`src/rtl/ps2_pkg.sv`:
```
// Shared PS/2 definitions: host-transmit FSM states and default line timing
// at a 50 MHz system clock. Also used by the receive controller.
package ps2_pkg;

  typedef enum logic [2:0] {
    ST_IDLE,
    ST_INHIBIT,
    ST_REQ,
    ST_RELEASE,
    ST_SHIFT,
    ST_ACK
  } ps2_tx_state_t;

  localparam int PS2_INHIBIT_CYC = 5000;    // 100 us clock-low inhibit
  localparam int PS2_REQ_CYC     = 10;      // both lines low before clock release
  localparam int PS2_TIMEOUT_CYC = 750000;  // 15 ms between device clock falls

  function automatic logic odd_parity(input logic [7:0] data);
    return ~^data;
  endfunction

endpackage

```
`src/rtl/ps2_sync_edge.sv`:
```
// Two-flop synchroniser for an asynchronous PS/2 line with a one-cycle
// falling-edge pulse. Lines idle high, so all flops reset to 1.
module ps2_sync_edge (
  input  logic clk,
  input  logic rst_n,
  input  logic line,
  output logic fall
);

  logic meta_reg;
  logic sync_reg;
  logic prev_reg;

  always_ff @(posedge clk or negedge rst_n) begin
    if (!rst_n) begin
      meta_reg <= 1'b1;
      sync_reg <= 1'b1;
      prev_reg <= 1'b1;
    end else begin
      meta_reg <= line;
      sync_reg <= meta_reg;
      prev_reg <= sync_reg;
    end
  end

  assign fall = prev_reg & ~sync_reg;

endmodule

```
`src/rtl/ps2_host_tx.sv`:
```
// PS/2 host-to-device command transmitter: inhibit, request-to-send, then
// shifts data/parity/stop on device clock falls and checks the device ACK.
module ps2_host_tx
  import ps2_pkg::*;
#(
  parameter int INHIBIT_CYC = PS2_INHIBIT_CYC,
  parameter int REQ_CYC     = PS2_REQ_CYC,
  parameter int TIMEOUT_CYC = PS2_TIMEOUT_CYC
) (
  input  logic       clock_50,
  input  logic       res,
  input  logic [7:0] tx_data,
  input  logic       tx_strb,
  output logic       tx_busy,
  output logic       tx_done,
  output logic       tx_err,
  input  logic       ps2_clk_in,
  input  logic       ps2_dat_in,
  output logic       ps2_clk_oe,
  output logic       ps2_dat_oe
);

  localparam int MAX_A   = (INHIBIT_CYC > REQ_CYC) ? INHIBIT_CYC : REQ_CYC;
  localparam int MAX_CYC = (TIMEOUT_CYC > MAX_A) ? TIMEOUT_CYC : MAX_A;
  localparam int CNT_W   = $clog2(MAX_CYC + 1);

  localparam logic [CNT_W-1:0] INHIBIT_LAST = CNT_W'(INHIBIT_CYC - 1);
  localparam logic [CNT_W-1:0] REQ_LAST     = CNT_W'(REQ_CYC - 1);
  localparam logic [CNT_W-1:0] TIMEOUT_LAST = CNT_W'(TIMEOUT_CYC - 1);

  ps2_tx_state_t    state_reg, state_next;
  logic [CNT_W-1:0] cnt_reg, cnt_next;
  logic [3:0]       bit_reg, bit_next;
  logic [7:0]       data_reg, data_next;
  logic             par_reg, par_next;
  logic             done_reg, done_next;
  logic             err_reg, err_next;
  logic             clk_oe_reg, clk_oe_next;
  logic             dat_oe_reg, dat_oe_next;
  logic             dat_meta_reg, dat_sync_reg;
  logic             clk_fall;
  logic [8:0]       tx_bits;

  ps2_sync_edge u_clk_sync (
    .clk   (clock_50),
    .rst_n (res),
    .line  (ps2_clk_in),
    .fall  (clk_fall)
  );

  always_ff @(posedge clock_50 or negedge res) begin
    if (!res) begin
      dat_meta_reg <= 1'b1;
      dat_sync_reg <= 1'b1;
    end else begin
      dat_meta_reg <= ps2_dat_in;
      dat_sync_reg <= dat_meta_reg;
    end
  end

  assign tx_bits = {par_reg, data_reg};

  always_ff @(posedge clock_50 or negedge res) begin
    if (!res) begin
      state_reg  <= ST_IDLE;
      cnt_reg    <= '0;
      bit_reg    <= '0;
      data_reg   <= '0;
      par_reg    <= 1'b0;
      done_reg   <= 1'b0;
      err_reg    <= 1'b0;
      clk_oe_reg <= 1'b0;
      dat_oe_reg <= 1'b0;
    end else begin
      state_reg  <= state_next;
      cnt_reg    <= cnt_next;
      bit_reg    <= bit_next;
      data_reg   <= data_next;
      par_reg    <= par_next;
      done_reg   <= done_next;
      err_reg    <= err_next;
      clk_oe_reg <= clk_oe_next;
      dat_oe_reg <= dat_oe_next;
    end
  end

  always_comb begin
    state_next  = state_reg;
    cnt_next    = cnt_reg;
    bit_next    = bit_reg;
    data_next   = data_reg;
    par_next    = par_reg;
    done_next   = 1'b0;
    err_next    = 1'b0;
    clk_oe_next = 1'b0;
    dat_oe_next = 1'b0;

    case (state_reg)
      ST_IDLE: begin
        if (tx_strb) begin
          data_next  = tx_data;
          par_next   = odd_parity(tx_data);
          cnt_next   = '0;
          bit_next   = '0;
          state_next = ST_INHIBIT;
        end
      end
      ST_INHIBIT: begin
        if (cnt_reg == INHIBIT_LAST) begin
          cnt_next   = '0;
          state_next = ST_REQ;
        end else begin
          cnt_next = cnt_reg + 1'b1;
        end
      end
      ST_REQ: begin
        if (cnt_reg == REQ_LAST) begin
          cnt_next   = '0;
          state_next = ST_RELEASE;
        end else begin
          cnt_next = cnt_reg + 1'b1;
        end
      end
      ST_RELEASE, ST_SHIFT, ST_ACK: begin
        // A fall on the terminal count still counts as a live device.
        if (clk_fall) begin
          cnt_next = '0;
          case (state_reg)
            ST_RELEASE: begin
              state_next = ST_SHIFT;
              bit_next   = 4'd0;
            end
            ST_SHIFT: begin
              bit_next = bit_reg + 4'd1;
              if (bit_reg == 4'd8) state_next = ST_ACK;
            end
            default: begin
              state_next = ST_IDLE;
              done_next  = ~dat_sync_reg;
              err_next   = dat_sync_reg;
            end
          endcase
        end else if (cnt_reg == TIMEOUT_LAST) begin
          err_next   = 1'b1;
          state_next = ST_IDLE;
        end else begin
          cnt_next = cnt_reg + 1'b1;
        end
      end
      default: state_next = ST_IDLE;
    endcase

    // Line drivers are registered decodes of the next state; ACK holds the
    // stop bit, i.e. data released.
    case (state_next)
      ST_INHIBIT: clk_oe_next = 1'b1;
      ST_REQ: begin
        clk_oe_next = 1'b1;
        dat_oe_next = 1'b1;
      end
      ST_RELEASE: dat_oe_next = 1'b1;
      ST_SHIFT:   dat_oe_next = ~tx_bits[bit_next];
      default: ;
    endcase
  end

  assign tx_busy    = (state_reg != ST_IDLE);
  assign tx_done    = done_reg;
  assign tx_err     = err_reg;
  assign ps2_clk_oe = clk_oe_reg;
  assign ps2_dat_oe = dat_oe_reg;

endmodule

```
`config.mk`:
```
export PLATFORM = sky130hd
export DESIGN_NAME = ps2_host_tx
export DESIGN_NICKNAME = d
export VERILOG_FILES = /design/src/rtl/ps2_pkg.sv /design/src/rtl/ps2_sync_edge.sv /design/src/rtl/ps2_host_tx.sv
export SDC_FILE = /design/constraint.sdc
export NUM_CORES = 1
export LEC_CHECK = 0
export BUFFER_PORTS_ARGS = -buffer_cell sky130_fd_sc_hd__buf_2
export CORE_ASPECT_RATIO = 0.6
export CORE_UTILIZATION = 45
export DETAILED_ROUTE_END_ITERATION = 8
export REMOVE_ABC_BUFFERS = 1
export SYNTH_ARGS = -nofsm -noshare
export SYNTH_HDL_FRONTEND = slang
export SYNTH_SLANG_ARGS = --single-unit
```
`constraint.sdc`:
```
create_clock -name clock_50 -period 5.4 [get_ports clock_50]
set_clock_uncertainty 0.05 [all_clocks]
set_input_delay 0.27 -clock clock_50 [delete_from_list [all_inputs] [get_ports clock_50]]
set_output_delay 0.27 -clock clock_50 [all_outputs]
set_load 0.02 [all_outputs]
```
==> reports/qor.yml, run 1 <==
grt_antenna_before_repair: 0
synth-simple-area-share_pct: 24.57
syn_inst: 292
clk_pin_slew_ns: 0.10
hp-class: "in2async"
dieArea_um2: 6450
drt_first_iter_violations: 227
whs_ns: 0.05801
crit_path_top_delay_cell: "nor4b_2"
num-nets-final: 320
dr.pass1.iters: 5
multi_input_area_um2: 1506
synth_compound_area_share_pct: 21.48
cp_num_buf_inv: 0
postCtsSetupRepairBufs: 0
p_leak_nw: 1.195
post-route-min-period_ns: 3.180
layout-drive-gt1-share_pct: 17.11
grt_use_total_pct: 22.76
finalMaxSlewViolations: 0
largest_reg_flops: 20
setup_violations: 0
dr_total_vias: 2326
rsz0062_at_grt: "no"
outcome: "completed"
dp_hpwl_mm: 4.836
crit_type: "reg2reg"
first_global_vias: 2082
rows: 21
finalCritPeriodShare_pct: 58.90
htreeDepth: 2
fmax_ghz: 0.3144
place_congestion: 0.8753
portBuffers: 17
root_buffer: "clkbuf_8"
synth.yosys.seq_area_share_pct: 41.10
clock_latency_ns: 0.30
hold_viol_final: 0
numCtsBuffers: 5
synth_top_family_by_area: "simple AND/OR/NAND/NOR gates"
startpoint_type: "flip-flop"
synthXorXnorAreaFrac_pct: 2.225
arrival_ns: 3.36
synth_cell_type_count: 65
num_io_pins: 18
worstPathRequired_ns: 5.58
seqCellArea_um2: 1132
r2r_slack_ns: 2.22
worst_setup_path_end_kind: "flip-flop"
vdd_drop_max_uv: 129.9
start_util_pct: 48.10
areaGrowthSynthToFinish_pct: 8.629
drc: 0
nFillCells: 554
r2r_start: "state_reg[2]"
ys.flop_type: "dfrtp_1"
routed_wl_mm: 6.658
yosys_warnings: 0
wire_per_inst_um: 17.34
r2r.worst_path.cells: 6
critPathMaxFanout: 22
overflow: 0
max_stage_delay_ns: 1.09
reg2reg_to: "ps2_dat_oe"
critPathTopFamily: "compound AO/OA/AOI/OAI gates"
synthMuxAreaShare_pct: 4.360
power.density_nw_per_um2: 244.3
dieWidth_um: 103.0
path_common_cell: "a2111oi_0"
cts_tree: "yes"
synthAdderAreaFrac_pct: 1.817
grt_pass1_wl_mm: 11.21
setup_tns_ns: 0
cts_num_sinks: 45
drtAntennaViolNets: 0
cp_cell_sequence: "nor4b_2 > a2111oi_0 > a311o_1 > a2111oi_0 > a2111oi_0 > a31oi_1"
synth_area_um2: 2755
core_um2: 5728
syn-mean-instance-area_um2: 9.435
maxCapViolations: 0
viasPerCell: 6.057
clock_path_buffers: 2
async_flop_share_pct: 100.0
tightest_slew_ns: 1.162
slew_headroom_pct: 22.35
synth-edff-count: 0
grt_max_degree: 46
diodes: 0
synth-seq-cells: 45
fp.dieH_um: 62.61
-- stage by stage --
| step | worst slack [ns] | utilization [%] | std cells | area, um^2 | total power, mW |
|---|---|---|---|---|---|
| after floorplan | 2.235 | - | 276 | 2674 | 0.4620 |
| after global placement | 2.361 | 50.15 | 374 | 2873 | 0.4982 |
| after detailed placement | 2.222 | 50.15 | 374 | 2873 | 0.5010 |
| after CTS | 2.211 | 52.25 | 384 | 2993 | 0.7373 |
| after global routing | 1.935 | 52.25 | 384 | 2993 | 0.7686 |
| final | 2.220 | 52.25 | 384 | 2993 | 0.7313 |
-- how the worst max path moves through the flow --
stage	startpoint	end	slack, ns	cells past startpoint
2_1_floorplan	state_reg[2]	ps2_dat_oe	2.23	6
3_3_place_gp	state_reg[2]	ps2_dat_oe	2.36	6
3_5_place_dp	state_reg[2]	ps2_dat_oe	2.22	6
4_1_cts	state_reg[2]	ps2_dat_oe	2.21	6
5_1_grt	state_reg[2]	ps2_dat_oe	1.94	6
6_report	state_reg[2]	ps2_dat_oe	2.22	6
-- cells by family after synthesis --
group / after synthesis
xor gates and xnor gates: 7
AOI/OAI and AO/OA: 82
buffers and inverters: 27
and+or+nand+nor: 116
muxes: 11
adders and majority gates: 4
DFF: 45
-- layout by cell type, fill, tap and decap left out, types with 8 or more instances in the layout --
master    n
dfrtp_1  40
nand2_1  20
o21ai_0  19
nor2_1   18
buf_2    17
nand3_1  13
inv_1    11
a21oi_1  10
a22o_1   10
nor3_1    9
mux2_2    8
-- cell usage after synthesis (3+ instances only) --
cell	instances	area share, %
a31oi_1	6	1.4
clkbuf_1	7	0.95
o21ai_0	19	3.5
nor2_1	18	2.5
nand2b_1	5	1.1
nor4_1	4	0.91
nor3_1	9	1.6
nor2b_1	3	0.68
buf_2	5	0.91
a21o_1	7	1.9
inv_1	11	1.5
nand2_1	20	2.7
a21oi_1	10	1.8
nand4_1	6	1.4
or3_1	7	1.6
mux2i_1	3	1.1
a2111oi_0	4	1.3
and3_1	4	0.91
dfrtp_1	40	36
o21ai_1	3	0.54
mux2_2	8	3.3
xnor2_1	6	1.9
ha_1	4	1.8
nand4b_1	4	1.3
o2bb2ai_1	3	0.95
nand3_1	13	2.4
nor4b_1	4	1.3
dfstp_2	5	4.8
a41oi_1	3	0.95
a22o_1	10	3.2
-- power by group --
group / switching [mW] / leakage (nW) / internal, mW
clock: 0.127 / 0.0518 / 0.106
sequential: 0.0448 / 0.527 / 0.363
combinational: 0.0443 / 0.617 / 0.0464
-- timing repair --
action                                 CTS  global route
gates resized for setup                  0             0
hold buffers                             2             0
endpoints found under the hold margin    2             0
-- final cells by class --
type / count / area share [%]
Timing Repair Buffer: 20 / 3.763
Inverter: 11 / 1.380
Tap cell: 80 / 3.344
Clock buffer: 6 / 2.759
Multi-Input combinational cell: 220 / 50.33
Clock inverter: 2 / 0.5853
Sequential cell: 45 / 37.83
-- routing by layer --
layer / wire length, um / track usage, %
met2: 2259 / 24.58
met5: 0 / 0
met4: 39 / 3.697
met1: 3764 / 42.07
met3: 594 / 5.145
(Power assumes the default switching activity.)
==> inputs of run 2 (changes only) <==
==> constraint.sdc (replaced) <==
create_clock -name clock_50 -period 3.26 [get_ports clock_50]
set_clock_uncertainty 0.05 [all_clocks]
set_input_delay 0.163 -clock clock_50 [delete_from_list [all_inputs] [get_ports clock_50]]
set_output_delay 0.163 -clock clock_50 [all_outputs]
set_load 0.02 [all_outputs]
==> run 2 against run 1 <==
Compared with the run above: total power rose by 62%; flip-flop and latch count did not move; largest cell class unchanged; combinational power rose by 66%; register-to-register slack got worse by 1.6 ns; the run now ends with hold timing left; core utilization rose by 0.35 points.
==> reports/qor.yml, run 2 (same netlist as run 1, synthesis figures left out) <==
dr.pass1.iters: 4
maxCapViolations: 0
clock_latency_ns: 0.31
worstPathRequired_ns: 3.41
grt_use_total_pct: 24.23
dr_total_vias: 2360
whs_ns: -0.04422
cts_resized: 0
cts_num_sinks: 45
num_io_pins: 18
violations: "hold timing"
htreeDepth: 2
fmax_ghz: 0.3792
critPathTopFamily: "simple AND/OR/NAND/NOR gates"
root_buffer: "clkbuf_8"
numCtsBuffers: 5
power.density_nw_per_um2: 393.5
drc: 0
dp_hpwl_mm: 4.964
crit_type: "reg2reg"
p_leak_nw: 1.208
portBuffers: 17
clk_pin_slew_ns: 0.09
tightest_slew_ns: 1.015
grt_max_degree: 46
finalMaxSlewViolations: 0
largest_reg_flops: 20
hp-class: "in2async"
drtAntennaViolNets: 0
setup_violations: 0
clock_path_buffers: 2
wire_per_inst_um: 17.66
crit_path_top_delay_cell: "or4_4"
r2r_slack_ns: 0.62
dieArea_um2: 6450
viasPerCell: 6.082
reg2reg_to: "cnt_reg[3]"
place_congestion: 0.7912
r2r.worst_path.cells: 6
areaGrowthSynthToFinish_pct: 9.355
fp.dieH_um: 62.61
hold_viol_final: 40
core_um2: 5728
outcome: "finished, violations left"
final_common_cell: "dfrtp_1"
arrival_ns: 2.79
grt_antenna_before_repair: 0
rows: 21
diodes: 0
overflow: 0
nFillCells: 553
finalCritPeriodShare_pct: 80.89
final_cell_mix: "dfrtp_1 (40), nand2_1 (20), o21ai_0 (19), nor2_1 (18), buf_2 (17)"
cts_tree: "yes"
critPathMaxFanout: 14
startpoint_type: "flip-flop"
post-route-min-period_ns: 2.637
cp_cell_sequence: "or3_1 > or4_4 > o31ai_4 > a211o_2 > nor2_2 > a22o_1"
slew_headroom_pct: 32.33
start_util_pct: 48.10
grt_pass1_wl_mm: 11.88
vdd_drop_max_uv: 195.6
cp_num_buf_inv: 0
layout-drive-gt1-share_pct: 18.18
setup_tns_ns: 0
dieWidth_um: 103.0
max_stage_delay_ns: 0.61
routed_wl_mm: 6.851
fin_total_pwr_mw: 1.186
worst_setup_path_end_kind: "flip-flop"
num-nets-final: 324
rsz0062_at_grt: "no"
first_global_vias: 2219
drt_first_iter_violations: 203
r2r_start: "cnt_reg[10]"
==> run 2: power breakdown <==
part	switching (mW)	leakage (nW)	internal [mW]
clock network	0.210	0.0445	0.152
registers	0.0716	0.527	0.601
logic	0.0746	0.637	0.0768
==> run 2: timing repair <==
item	in CTS	in global routing
hold endpoints to repair	2	0
hold buffers	2	0
buffers inserted	0	0
==> run 2: worst max path at each step <==
stage	start	end	slack [ns]	depth (start not counted)
after global placement	cnt_reg[10]	cnt_reg[3]	0.67	6
after global routing	state_reg[2]	ps2_dat_oe	0.41	6
after detailed placement	cnt_reg[10]	cnt_reg[3]	0.63	6
final	cnt_reg[10]	cnt_reg[3]	0.62	6
after CTS	cnt_reg[10]	cnt_reg[3]	0.62	6
after floorplan	state_reg[2]	ps2_dat_oe	0.09	6
==> run 2: final cells by class <==
cell class / count / area (um^2) / area share, %
tap: 80 / 100.1 / 3.322
clock buffer: 5 / 68.82 / 2.284
sequential: 45 / 1132 / 37.58
inverter: 11 / 41.29 / 1.370
multi-input combinational: 220 / 1506 / 50.00
clock inverter: 3 / 21.27 / 0.7060
timing repair buffer: 24 / 142.6 / 4.734
==> run 2: per-stage QoR <==
stage	utilization, %	area (um^2)	cells	setup slack [ns]
after floorplan	-	2674	276	0.09453
after global routing	52.60	3013	388	0.4112
after CTS	52.60	3013	388	0.6178
final	52.60	3013	388	0.6230
after global placement	50.68	2903	378	0.6730
after detailed placement	50.68	2903	378	0.6333
==> run 2: layer usage <==
metal  global-route usage [%]  wire, um
met2                    28.75      2550
met5                        0         0
met3                    4.922       519
met4                    5.986        41
met1                    42.13      3740
==> inputs of run 3 (changes only) <==
--- a/config.mk
+++ b/config.mk
@@ -5,6 +5,7 @@
 export SDC_FILE = /design/constraint.sdc
 export NUM_CORES = 1
 export LEC_CHECK = 0
+export ABC_AREA = 1
 export BUFFER_PORTS_ARGS = -buffer_cell sky130_fd_sc_hd__buf_2
 export CORE_ASPECT_RATIO = 0.6
 export CORE_UTILIZATION = 45
==> constraint.sdc (replaced) <==
create_clock -name clock_50 -period 2.17 [get_ports clock_50]
set_clock_uncertainty 0.05 [all_clocks]
set_input_delay 0.1085 -clock clock_50 [delete_from_list [all_inputs] [get_ports clock_50]]
set_output_delay 0.1085 -clock clock_50 [all_outputs]
set_load 0.02 [all_outputs]
==> run 3 against run 2 <==
Compared with the run above: the run now ends clean; die area grew 4.1%; core utilization up 2.6 points; non-clock buffer count increased by 17; count of clock-buffer cells in the layout is the same; sequential power increased by 29%; maximum frequency grew 31%; hold slack better by 0.060 ns; combinational power fell by 34%; largest cell class unchanged.
==> reports/qor.yml, run 3 <==
outcome: "completed"
p_leak_nw: 1.661
yosysTopAreaCellShare_pct: 34.86
syn_inst: 378
syn-mean-instance-area_um2: 7.597
drt_first_iter_violations: 203
arrival_ns: 2.16
final_common_cell: "nand2_1"
diodes: 0
finalCritPeriodShare_pct: 92.72
fmax_ghz: 0.4970
numCtsBuffers: 5
final_cell_mix: "nand2_1 (78), inv_1 (50), dfrtp_1 (40), nor2_1 (36), nand3_1 (35)"
clock_path_buffers: 2
synth_area_um2: 2872
core_um2: 6138
yosys_warnings: 0
dp_slack_ns: 0.1264
areaGrowthSynthToFinish_pct: 18.04
r2r_start: "u_clk_sync.prev_reg"
startpoint_type: "flip-flop"
setup_ws_ns: 0.1579
grt_pass1_wl_mm: 12.40
worst_setup_path_end_kind: "flip-flop"
crit_type: "reg2reg"
num_io_pins: 18
synth_common_cells: "nand2_1 (79), inv_1 (50), dfrtp_1 (40)"
tightest_slew_ns: 0.5682
slew_headroom_pct: 62.12
largest_reg_flops: 20
synth.yosys.seq_area_share_pct: 39.43
num-nets-final: 437
cts_tree: "yes"
dp_hpwl_mm: 5.409
fin_total_pwr_mw: 1.637
worstHoldStart: "tx_data[5]"
viasPerCell: 5.184
synth-seq-cells: 45
whs_ns: 0.01544
clock_latency_ns: 0.31
grt_max_degree: 46
post-route-min-period_ns: 2.012
dieWidth_um: 105.1
hold_viol_final: 0
overflow: 0
rsz0062_at_grt: "yes"
layout-drive-gt1-share_pct: 21.14
portBuffers: 17
setup_tns_ns: 0
synth.area.top_cells: "dfrtp_1 (35%), nand2_1 (10%), inv_1 (6.5%), nand3_1 (6.1%), nor2_1 (4.8%)"
synth_top_area_cell: "dfrtp_1"
layout.cells.non_filler: 505
cts_num_sinks: 45
dr.pass1.iters: 4
dieArea_um2: 6715
async_flop_share_pct: 100.0
root_buffer: "clkbuf_8"
fp.dieH_um: 63.88
htreeDepth: 2
wire_per_inst_um: 13.97
crit_start: "u_clk_sync.prev_reg"
hp-class: "in2reg"
worstPathRequired_ns: 2.32
critPathMaxFanout: 5
synth_most_common_cell: "nand2_1"
drc: 0
ys.flop_type: "dfrtp_1"
first_global_vias: 2423
start_util_pct: 46.78
grt_antenna_before_repair: 0
vdd_drop_max_uv: 293.4
dp.cells: 486
setup_violations: 0
finalMaxSlewViolations: 0
nFillCells: 569
power.density_nw_per_um2: 482.9
synth-edff-count: 0
routed_wl_mm: 7.056
dr_total_vias: 2618
clk_pin_slew_ns: 0.09
place_congestion: 0.9106
rows: 22
maxCapViolations: 0
synth_cell_type_count: 39
drtAntennaViolNets: 0
grt_use_total_pct: 23.99
-- run 3: stage by stage --
| step | utilization, % | area, um^2 |
|---|---|---|
| 2_1_floorplan | - | 2826 |
| 4_1_cts | 54.67 | 3356 |
| 3_5_place_dp | 51.14 | 3139 |
| 6_report | 55.22 | 3390 |
| 5_1_grt | 55.22 | 3390 |
| 3_3_place_gp | 51.14 | 3139 |
-- run 3: worst paths after layout --
kind	endpoint	slack, ns	depth (start not counted)
min in group asynchronous	tx_done	0.35	3
worst min register to register	dat_sync_reg	0.31	0
max in group asynchronous	u_clk_sync.meta_reg	1.32	3
worst max register to register	ps2_dat_oe	0.16	11
worst max-delay path	ps2_dat_oe	0.16	11
worst min-delay path	data_reg[5]	0.02	3
-- run 3: repair_timing --
| action | 4_1_cts | 5_1_grt |
|---|---|---|
| buffers inserted | 0 | 1 |
| endpoints found under the hold margin | 49 | 0 |
| resized for setup | 0 | 6 |
| setup endpoints to repair | 0 | 5 |
| hold buffers | 10 | 0 |
-- run 3: per-layer routing --
layer | vias to the layer above | routed length [um] | track usage (%)
li1 | 1321 | - | -
met1 | 1202 | 4039 | 40.71
met4 | 0 | 65 | 5.986
met3 | 7 | 528 | 5.000
met2 | 88 | 2423 | 28.97
met5 | - | 0 | 0
-- run 3: kinds of logic after synthesis --
group / after synthesis / share of synthesized area (%)
XOR/XNOR: 9 / 2.745
adder cells (fa/ha/maj): 4 / 1.743
AO/OA/AOI/OAI: 54 / 11.50
AND/OR/NAND/NOR: 204 / 35.69
buffers and inverters: 62 / 8.889
flip-flops: 45 / 39.43
-- run 3: power by group --
part	internal [mW]	switching [mW]	leakage [nW]
logic	0.0473	0.0517	1.07
clock network	0.352	0.318	0.0591
registers	0.859	0.00839	0.532
-- run 3: layout make-up --
cell class / instances / area (um^2) / share of cell area, %
Multi-Input combinational cell: 271 / 1510 / 44.56
Sequential cell: 45 / 1132 / 33.41
Timing Repair Buffer: 41 / 315.3 / 9.302
Inverter: 56 / 210.2 / 6.202
Tap cell: 84 / 105.1 / 3.101
Clock buffer: 5 / 68.82 / 2.030
Clock inverter: 3 / 47.55 / 1.403
-- run 3: critical path, stage by stage (launching register included) --
cell and delay (ns):
dfstp_2 0.52, inv_1 0.04, nor2_2 0.25, nand3_1 0.18, nor2_1 0.12, nor2_1 0.05
o21ai_1 0.28, inv_1 0.13, nand3_1 0.10, nand3_1 0.07, nand2_1 0.06, nand2_1 0.06
